===== config.mk =====
export PLATFORM = sky130hd
export DESIGN_NAME = hazard_scoreboard_forwarder
export DESIGN_NICKNAME = d
export VERILOG_FILES = /design/src/rtl/riscv_defines.sv /design/src/rtl/load_tag_fifo.sv /design/src/rtl/hazard_scoreboard_forwarder.sv
export SDC_FILE = /design/constraint.sdc
export NUM_CORES = 1
export LEC_CHECK = 0
export ABC_CLOCK_PERIOD_IN_PS = 7100
export CAP_MARGIN = 0
export CORE_UTILIZATION = 40
export CTS_BUF_LIST = sky130_fd_sc_hd__clkbuf_8 sky130_fd_sc_hd__clkbuf_16
export CTS_CLUSTER_DIAMETER = 150
export DETAILED_ROUTE_END_ITERATION = 6
export PLACE_DENSITY_LB_ADDON = 0.2
export SLEW_MARGIN = 20
export SYNTH_ARGS = -nofsm -noshare
export SYNTH_HDL_FRONTEND = slang
export SYNTH_HIERARCHICAL = 1
export SYNTH_SLANG_ARGS = --single-unit

===== constraint.sdc =====
create_clock -name clk -period 7.1 [get_ports clk]
set_input_delay 1.42 -clock clk [delete_from_list [all_inputs] [get_ports clk]]
set_output_delay 1.42 -clock clk [all_outputs]
set_load 0.005 [all_outputs]

===== src/rtl/riscv_defines.sv =====
// Shared core definitions: memory access kinds and operand bypass selects.
package riscv_defines;

  typedef enum logic [1:0] {
    MEM_NONE,
    MEM_READ,
    MEM_WRITE
  } memaccess_t;

  typedef enum logic [1:0] {
    FWD_RF,
    FWD_M,
    FWD_W,
    FWD_LRESP
  } fwd_sel_t;

endpackage


===== src/rtl/load_tag_fifo.sv =====
// In-order FIFO of outstanding load destination tags, exposing every slot
// plus its valid bit so the caller can search for busy registers.
module load_tag_fifo #(
  parameter  int DEPTH = 4,
  parameter  int WIDTH = 5,
  localparam int PTR_W = $clog2(DEPTH),
  localparam int CNT_W = $clog2(DEPTH + 1)
) (
  input  logic                         clk,
  input  logic                         rst_n,
  input  logic                         push,
  input  logic [WIDTH-1:0]             push_data,
  input  logic                         pop,
  output logic [WIDTH-1:0]             head,
  output logic [CNT_W-1:0]             count,
  output logic                         full,
  output logic                         empty,
  output logic [DEPTH-1:0]             entry_valid,
  output logic [DEPTH-1:0][WIDTH-1:0]  entry_data,
  output logic                         err_overflow,
  output logic                         err_underflow
);

  logic [DEPTH-1:0][WIDTH-1:0] mem;
  logic [PTR_W-1:0]            rd_ptr;
  logic [PTR_W-1:0]            wr_ptr;
  logic                        do_push;
  logic                        do_pop;

  assign full    = (count == CNT_W'(DEPTH));
  assign empty   = (count == '0);
  assign do_pop  = pop && !empty;
  // A pop in the same cycle frees the slot, so a push into a full FIFO is legal then.
  assign do_push = push && (!full || do_pop);

  always_ff @(posedge clk or negedge rst_n) begin
    if (!rst_n) begin
      rd_ptr        <= '0;
      wr_ptr        <= '0;
      count         <= '0;
      err_overflow  <= 1'b0;
      err_underflow <= 1'b0;
    end else begin
      if (do_push) wr_ptr <= wr_ptr + 1'b1;
      if (do_pop)  rd_ptr <= rd_ptr + 1'b1;
      count <= count + CNT_W'(do_push) - CNT_W'(do_pop);
      if (push && full && !do_pop) err_overflow  <= 1'b1;
      if (pop && empty)            err_underflow <= 1'b1;
    end
  end

  // NOTE: storage has no reset; stale slots are masked by entry_valid and head.
  always_ff @(posedge clk) begin
    if (do_push) mem[wr_ptr] <= push_data;
  end

  assign head       = empty ? '0 : mem[rd_ptr];
  assign entry_data = mem;

  // A slot is live when its distance from the read pointer is below the count.
  always_comb begin
    for (int i = 0; i < DEPTH; i++) begin
      entry_valid[i] = CNT_W'(PTR_W'(PTR_W'(i) - rd_ptr)) < count;
    end
  end

endmodule


===== src/rtl/hazard_scoreboard_forwarder.sv =====
// Hazard/forwarding unit: decode bypass selects, load-use and scoreboard stalls,
// and store-data forwarding in M, with outstanding loads tracked in a tag FIFO.
module hazard_scoreboard_forwarder
  import riscv_defines::*;
#(
  parameter  int NUM_SRC         = 2,
  parameter  int MAX_OUTSTANDING = 4,
  parameter  int NUM_REGS        = 32,
  localparam int REG_AW          = $clog2(NUM_REGS),
  localparam int CNT_W           = $clog2(MAX_OUTSTANDING + 1)
) (
  input  logic                           clk,
  input  logic                           rst_n,
  input  logic [NUM_SRC-1:0][REG_AW-1:0] src_rs,
  input  logic [NUM_SRC-1:0]             src_used,
  input  logic [REG_AW-1:0]              rd_m,
  input  logic                           regwrite_m,
  input  memaccess_t                     memaccess_m,
  input  logic [REG_AW-1:0]              rs2_m,
  input  logic [REG_AW-1:0]              rd_w,
  input  logic                           regwrite_w,
  input  logic                           load_issue,
  input  logic                           load_resp_valid,
  output fwd_sel_t [NUM_SRC-1:0]         fwd_sel,
  output logic                           stall_d,
  output logic                           store_fwd_m,
  output logic                           store_stall_m,
  output logic                           load_full,
  output logic [REG_AW-1:0]              resp_rd,
  output logic [CNT_W-1:0]               pending_cnt,
  output logic                           err_overflow,
  output logic                           err_underflow
);

  logic [MAX_OUTSTANDING-1:0]             entry_valid;
  logic [MAX_OUTSTANDING-1:0][REG_AW-1:0] entry_data;
  logic                                   fifo_empty;
  logic                                   resp_live;

  load_tag_fifo #(
    .DEPTH (MAX_OUTSTANDING),
    .WIDTH (REG_AW)
  ) u_tag_fifo (
    .clk           (clk),
    .rst_n         (rst_n),
    .push          (load_issue && (rd_m != '0)),
    .push_data     (rd_m),
    .pop           (load_resp_valid),
    .head          (resp_rd),
    .count         (pending_cnt),
    .full          (load_full),
    .empty         (fifo_empty),
    .entry_valid   (entry_valid),
    .entry_data    (entry_data),
    .err_overflow  (err_overflow),
    .err_underflow (err_underflow)
  );

  // A response only carries a tag when something is actually outstanding.
  assign resp_live = load_resp_valid && !fifo_empty;

  function automatic logic tag_busy(
    input logic [REG_AW-1:0]                  r,
    input logic [MAX_OUTSTANDING-1:0]             v,
    input logic [MAX_OUTSTANDING-1:0][REG_AW-1:0] d
  );
    logic hit;
    hit = 1'b0;
    for (int e = 0; e < MAX_OUTSTANDING; e++) begin
      if (v[e] && (d[e] == r)) hit = 1'b1;
    end
    return hit && (r != '0);
  endfunction

  // NOTE: every output of this block gets a default first so no latch is inferred.
  always_comb begin
    stall_d = 1'b0;
    for (int i = 0; i < NUM_SRC; i++) begin
      fwd_sel[i] = FWD_RF;
      if (src_used[i] && (src_rs[i] != '0)) begin
        if (resp_live && (resp_rd == src_rs[i])) begin
          fwd_sel[i] = FWD_LRESP;
        end else if (tag_busy(src_rs[i], entry_valid, entry_data)) begin
          stall_d = 1'b1;
        end else if ((memaccess_m == MEM_READ) && (rd_m == src_rs[i])) begin
          stall_d = 1'b1;
        end else if (regwrite_m && (rd_m == src_rs[i])) begin
          fwd_sel[i] = FWD_M;
        end else if (regwrite_w && (rd_w == src_rs[i])) begin
          fwd_sel[i] = FWD_W;
        end
      end
    end
  end

  always_comb begin
    store_fwd_m   = 1'b0;
    store_stall_m = 1'b0;
    if ((memaccess_m == MEM_WRITE) && (rs2_m != '0)) begin
      if (tag_busy(rs2_m, entry_valid, entry_data) &&
          !(resp_live && (resp_rd == rs2_m))) begin
        store_stall_m = 1'b1;
      end else if (regwrite_w && (rd_w == rs2_m)) begin
        store_fwd_m = 1'b1;
      end
    end
  end

endmodule

==> results of run 1 <==
-- metal layers --
layer  wire (um)  vias up
met5           0        -
met2        3470       76
met3         332       23
li1            -     1048
met1        3180     1037
met4         379        0
-- through the flow --
stage / total power, uW / setup slack [ns] / hold WS [ns]
finish: 1000 / 1.65 / 0.469
global route: 1070 / 1.52 / 0.503
CTS: 1010 / 1.62 / 0.472
detailed placement: 878 / 1.64 / 0.448
global placement: 871 / 1.63 / 0.452
floorplan: 677 / 2.92 / 0.451
-- placed cells by master (no fill, tap or decap), drive strengths merged, types with 2 or more instances in the layout --
cell / count
ha: 10
nand2: 3
clkdlybuf4s50: 52
nor3: 2
or2b: 2
a21oi: 10
o2111ai: 2
and2: 9
clkinv: 2
edfxtp: 20
nor4: 18
and3: 6
xnor2: 30
clkbuf: 5
nor2: 4
or4: 4
nand3: 11
a31oi: 4
nor2b: 2
o21ai: 2
inv: 13
mux4: 5
or2: 3
xor2: 76
nor3b: 2
dfrtp: 9
-- sequential cells by signal (all words and copies together) (netlist names) --
register and count:
u_tag_fifo/entry_data 20, u_tag_fifo/count 3, u_tag_fifo/rd_ptr 2, u_tag_fifo/wr_ptr 2, u_tag_fifo/err_overflow 1, u_tag_fifo/err_underflow 1
-- cell type report --
type,count,area [sq um]
clock buffer,5,68.8
fill,654,3400
inverter,12,45.0
multi-input combinational,220,1830
clock inverter,3,13.8
tap,96,120
timing repair buffer,52,520
sequential,29,826
-- critical path, delay by kind of cell --
family                 cells  cell delay (ns)
buffers and inverters      2             1.13
AND/OR/NAND/NOR            4             0.85
AO/OA/AOI/OAI              1             0.38
XOR/XNOR                   1             0.24
-- how the worst max path moves through the flow --
| stage | to | slack (ns) | cells after the start |
|---|---|---|---|
| 2_1_floorplan | stall_d | 2.92 | 6 |
| 3_3_place_gp | store_stall_m | 1.63 | 8 |
| 3_5_place_dp | store_stall_m | 1.64 | 8 |
| 4_1_cts | store_stall_m | 1.62 | 8 |
| 5_1_grt | store_stall_m | 1.52 | 8 |
| 6_report | store_stall_m | 1.65 | 8 |
-- cell families (layout without fill, tap and decap cells) --
family          Yosys count  after routing  synth area share
xor+xnor                106            106             0.327
simple gates             71             71             0.160
flops                    29             29             0.291
buf+inv                  29             72            0.0626
compound gates           26             26            0.0626
fa+ha+maj                11             11            0.0512
mux                       6              6            0.0450
-- report_power, final --
part | internal, uW | switching, uW | leakage, uW | total (uW)
Combinational | 291 | 264 | 0.000956 | 555
Clock | 66.1 | 58.6 | 0.0000491 | 125
Sequential | 235 | 87.2 | 0.000285 | 322
Total | 592 | 409 | 0.00129 | 1000
==> flow_summary.json, run 1 <==
{
  "first_iter_violations": 88,
  "gr-usage-met2": 0.355,
  "finalCritPeriodShare": 0.767,
  "skew_ns": 0.00485,
  "hp-class": "reg2reg",
  "area_growth_pct": 20.8,
  "syn_inst": 278,
  "cp.required_ns": 5.68,
  "maxSlewViolCount": 0,
  "setup_viol": 0,
  "syn_area_sq_um": 2840,
  "hold_start": "u_tag_fifo/err_underflow",
  "synth_area_leader_cell": "xor2_1",
  "crit_start": "rs2_m[1]",
  "pin_count": 53,
  "vias": 2184,
  "async_flop_share": 0.310,
  "grt_pass1_vias": 2233,
  "cp_cell_sequence": "clkdlybuf4s50_1, xor2_1, nor4_1, nand3_1, and4_1, a311oi_1, nor3b_1, clkdlybuf4s50_1",
  "final_util": 0.502,
  "ys.flop_type": "edfxtp_1",
  "worst-r2r-setup-slack_ns": 4.71,
  "die_w_um": 86.2,
  "worstReg2RegEnd": "u_tag_fifo/count[2]",
  "ant_nets": 0,
  "ys_top_cells_by_area": "xor2_1 23%, edfxtp_1 21%, xnor2_1 9.3%",
  "post_cts_resized": 0,
  "diodes": 0,
  "root_buffer": "clkbuf_8",
  "yosysWarnings": 6,
  "path_class": "in2out",
  "firstDrtPassIters": 4,
  "synth_top_area_frac": 0.235,
  "fp.coreArea_sq_um": 6830,
  "cts_sinks": 29,
  "slew_headroom": 0.628,
  "start_kind": "input port",
  "holdBufCountCts": 0,
  "hold_viol": 0,
  "ys_types": 46,
  "design_area_sq_um": 3430,
  "layoutNonFillerInstCount": 417,
  "grt_usage": 0.208,
  "cts_setup_buffers": 0,
  "cap_violations": 0,
  "worstPathArrival_ns": 4.03,
  "viasPerCell": 5.24,
  "cts_buffer_depth": 2,
  "tns_ns": 0,
  "grt_max_degree": 12,
  "r2r-start": "u_tag_fifo/count[1]",
  "rsz0062_at_grt": "no",
  "drt-total-wl_um": 7370,
  "nNetsFinal": 366,
  "cp-end-kind": "output port",
  "cts_max_level": 2,
  "grt_overflow": 0,
  "dp_hpwl_um": 5710,
  "hold_end": "u_tag_fifo/err_underflow",
  "placed_area_sq_um": 3340,
  "clock_latency_ns": 0.28,
  "place_inst": 409,
  "crit_fanout": 7,
  "use_met1": 0.249,
  "fp.dieH_um": 86.2,
  "cpMaxStageDelayCell": "clkdlybuf4s50_1",
  "path_common_cell": "clkdlybuf4s50_1",
  "cts_tree": "built",
  "fmax_ghz": 0.184,
  "yosysSeqAreaShare": 0.291,
  "met3_usage": 0.0267,
  "wire_per_inst_um": 17.7,
  "p_leak_uw": 0.00129,
  "holdPathStages": 1,
  "synthTopCellsByCount": "76 x xor2_1, 30 x xnor2_1, 20 x edfxtp_1",
  "power_density_nw_per_um2": 292,
  "syn_area_per_cell_sq_um": 10.2,
  "status": "complete, no violations",
  "yosysMostFrequentCell": "xor2_1",
  "grt_pass1_wl_um": 11500,
  "syn_nets": 324,
  "fin_crit_ns": 5.45,
  "tightest_slew_ns": 0.556,
  "peakVddDrop_v": 0.000213,
  "dieArea_sq_um": 7430,
  "antenna_found_initial": 0,
  "max_stage_delay_ns": 0.61,
  "busiest_layer": "met2",
  "reg2reg_depth": 10,
  "drive_gt1_frac": 0.0748,
  "cts.clk_slew.worst_paths_ns": 0.06,
  "fp-row-count": 30,
  "gp_congestion": 0.876,
  "synth-seq-cells": 29,
  "cts_buffers": 5,
  "port_buffers": 52,
  "synth_edf_count": 20,
  "start_util": 0.415,
  "drc": 0
}
No activity file was read; power rests on OpenSTA's default activity.
==> inputs of run 2 (changes only) <==
Settings changed: ABC_CLOCK_PERIOD_IN_PS 7100 to 5600.
Clock period 7.1 ns to 5.6 ns, I/O delays scaled along.
==> flow_summary.json, run 2 (synthesis gave the netlist of run 1 again) <==
{
  "fin_crit_ns": 4.89,
  "worstReg2RegEnd": "u_tag_fifo/count[2]",
  "firstDrtPassIters": 4,
  "fp.coreArea_sq_um": 6830,
  "drt-total-wl_um": 7370,
  "cp.required_ns": 4.48,
  "nNetsFinal": 366,
  "worstPathArrival_ns": 3.77,
  "hold_end": "u_tag_fifo/err_underflow",
  "final_util": 0.502,
  "fmax_ghz": 0.204,
  "layout_common_cells": "76 x xor2_1, 52 x clkdlybuf4s50_1, 30 x xnor2_1",
  "maxSlewViolCount": 0,
  "path_common_cell": "clkdlybuf4s50_1",
  "cap_violations": 0,
  "holdPathStages": 1,
  "hold_start": "u_tag_fifo/err_underflow",
  "layout_commonest_cell": "xor2_1",
  "tightest_slew_ns": 0.563,
  "slew_headroom": 0.623,
  "start_kind": "input port",
  "cts_max_level": 2,
  "tns_ns": 0,
  "area_growth_pct": 20.8,
  "ant_nets": 0,
  "wire_per_inst_um": 17.7,
  "skew_ns": 0.00357,
  "hold_viol": 0,
  "hp-class": "reg2reg",
  "post_cts_resized": 0,
  "drc": 0,
  "fin_ws_ns": 0.709,
  "fp-row-count": 30,
  "cts_tree": "built",
  "fp.dieH_um": 86.2,
  "setup_viol": 0,
  "max_stage_delay_ns": 0.60,
  "cts_sinks": 29,
  "power_density_nw_per_um2": 370,
  "port_buffers": 52,
  "dieArea_sq_um": 7430,
  "diodes": 0,
  "holdBufCountCts": 0,
  "cts_setup_buffers": 0,
  "grt_overflow": 0,
  "gp_congestion": 0.872,
  "grt_usage": 0.208,
  "p_leak_uw": 0.00129,
  "rsz0062_at_grt": "no",
  "status": "complete, no violations",
  "cts.clk_slew.worst_paths_ns": 0.06,
  "grt_pass1_wl_um": 11600,
  "drive_gt1_frac": 0.0748,
  "grt_max_degree": 12,
  "cp-end-kind": "output port",
  "cpMaxStageDelayCell": "clkdlybuf4s50_1",
  "num-fill-cells": 655,
  "cp_num_buf_inv": 2,
  "cts_buffer_depth": 2,
  "worst-r2r-setup-slack_ns": 3.24,
  "finalCritPeriodShare": 0.873,
  "largest_reg_flops": 20,
  "critPathTopFamily": "buffers and inverters",
  "antenna_found_initial": 0,
  "start_util": 0.415,
  "cp_cell_sequence": "clkdlybuf4s50_1, xor2_1, nor4_1, nand3_1, and4_1, a311oi_1, nor3b_1, clkdlybuf4s50_1",
  "pin_count": 53,
  "viasPerCell": 5.26,
  "vias": 2195,
  "cts_buffers": 5,
  "pre_cts_slack_ns": 0.721,
  "clock_latency_ns": 0.27,
  "r2r-start": "u_tag_fifo/count[2]",
  "die_w_um": 86.2,
  "reg2reg_depth": 10,
  "peakVddDrop_v": 0.000220,
  "dp_hpwl_um": 5720,
  "grt_pass1_vias": 2249,
  "crit_fanout": 7,
  "root_buffer": "clkbuf_8",
  "first_iter_violations": 96,
  "path_class": "in2out"
}
run 2: power breakdown:
part | total, uW | internal (uW) | switching (uW)
Sequential | 409 | 298 | 111
Clock | 153 | 83.8 | 69.6
Combinational | 704 | 370 | 335
run 2: cell type report:
cell class	count	area (sq um)	share of cell area
Clock buffer	5	68.8	0.0201
Clock inverter	3	13.8	0.00402
Inverter	12	45.0	0.0131
Multi-Input combinational cell	220	1830	0.535
Sequential cell	29	826	0.241
Tap cell	96	120	0.0350
Timing Repair Buffer	52	520	0.152
run 2: through the flow:
stage	hold slack, ns	std cells	area, sq um	power, uW
after floorplan	0.451	278	2840	858
after global placement	0.452	409	3340	1100
after detailed placement	0.447	409	3340	1120
after CTS	0.470	417	3430	1280
after global routing	0.498	417	3430	1360
final	0.463	417	3430	1270
run 2: worst max path at each step:
| stage | start | to | cells past startpoint |
|---|---|---|---|
| CTS | rs2_m[0] | store_stall_m | 8 |
| global placement | rs2_m[3] | store_stall_m | 8 |
| finish | rs2_m[3] | store_stall_m | 8 |
| floorplan | src_rs[3] | stall_d | 6 |
| global route | rs2_m[4] | store_stall_m | 8 |
| detailed placement | rs2_m[0] | store_stall_m | 8 |
run 2: worst reg2reg max path: stages, from the launching register on:
cell and delay [ns]:
dfrtp_1 0.46, nor3b_4 0.20, a21boi_2 0.30, inv_1 0.08, ha_1 0.29, inv_1 0.06
ha_1 0.14, inv_1 0.05, fa_1 0.37, xnor2_1 0.15, xnor2_1 0.13
run 2: per-layer routing:
| layer | vias to the layer above | global-route usage | routed length (um) |
|---|---|---|---|
| li1 | 1048 | - | - |
| met1 | 1046 | 0.252 | 3200 |
| met2 | 82 | 0.369 | 3590 |
| met3 | 19 | 0.0229 | 323 |
| met4 | 0 | 0.102 | 262 |
| met5 | - | 0 | 0 |
==> inputs of run 3 (changes only) <==
Settings changed: SLEW_MARGIN 20 to default.
==> results of run 3 <==
Same layout as run 2: the final DEF is identical, and so are final timing and power.
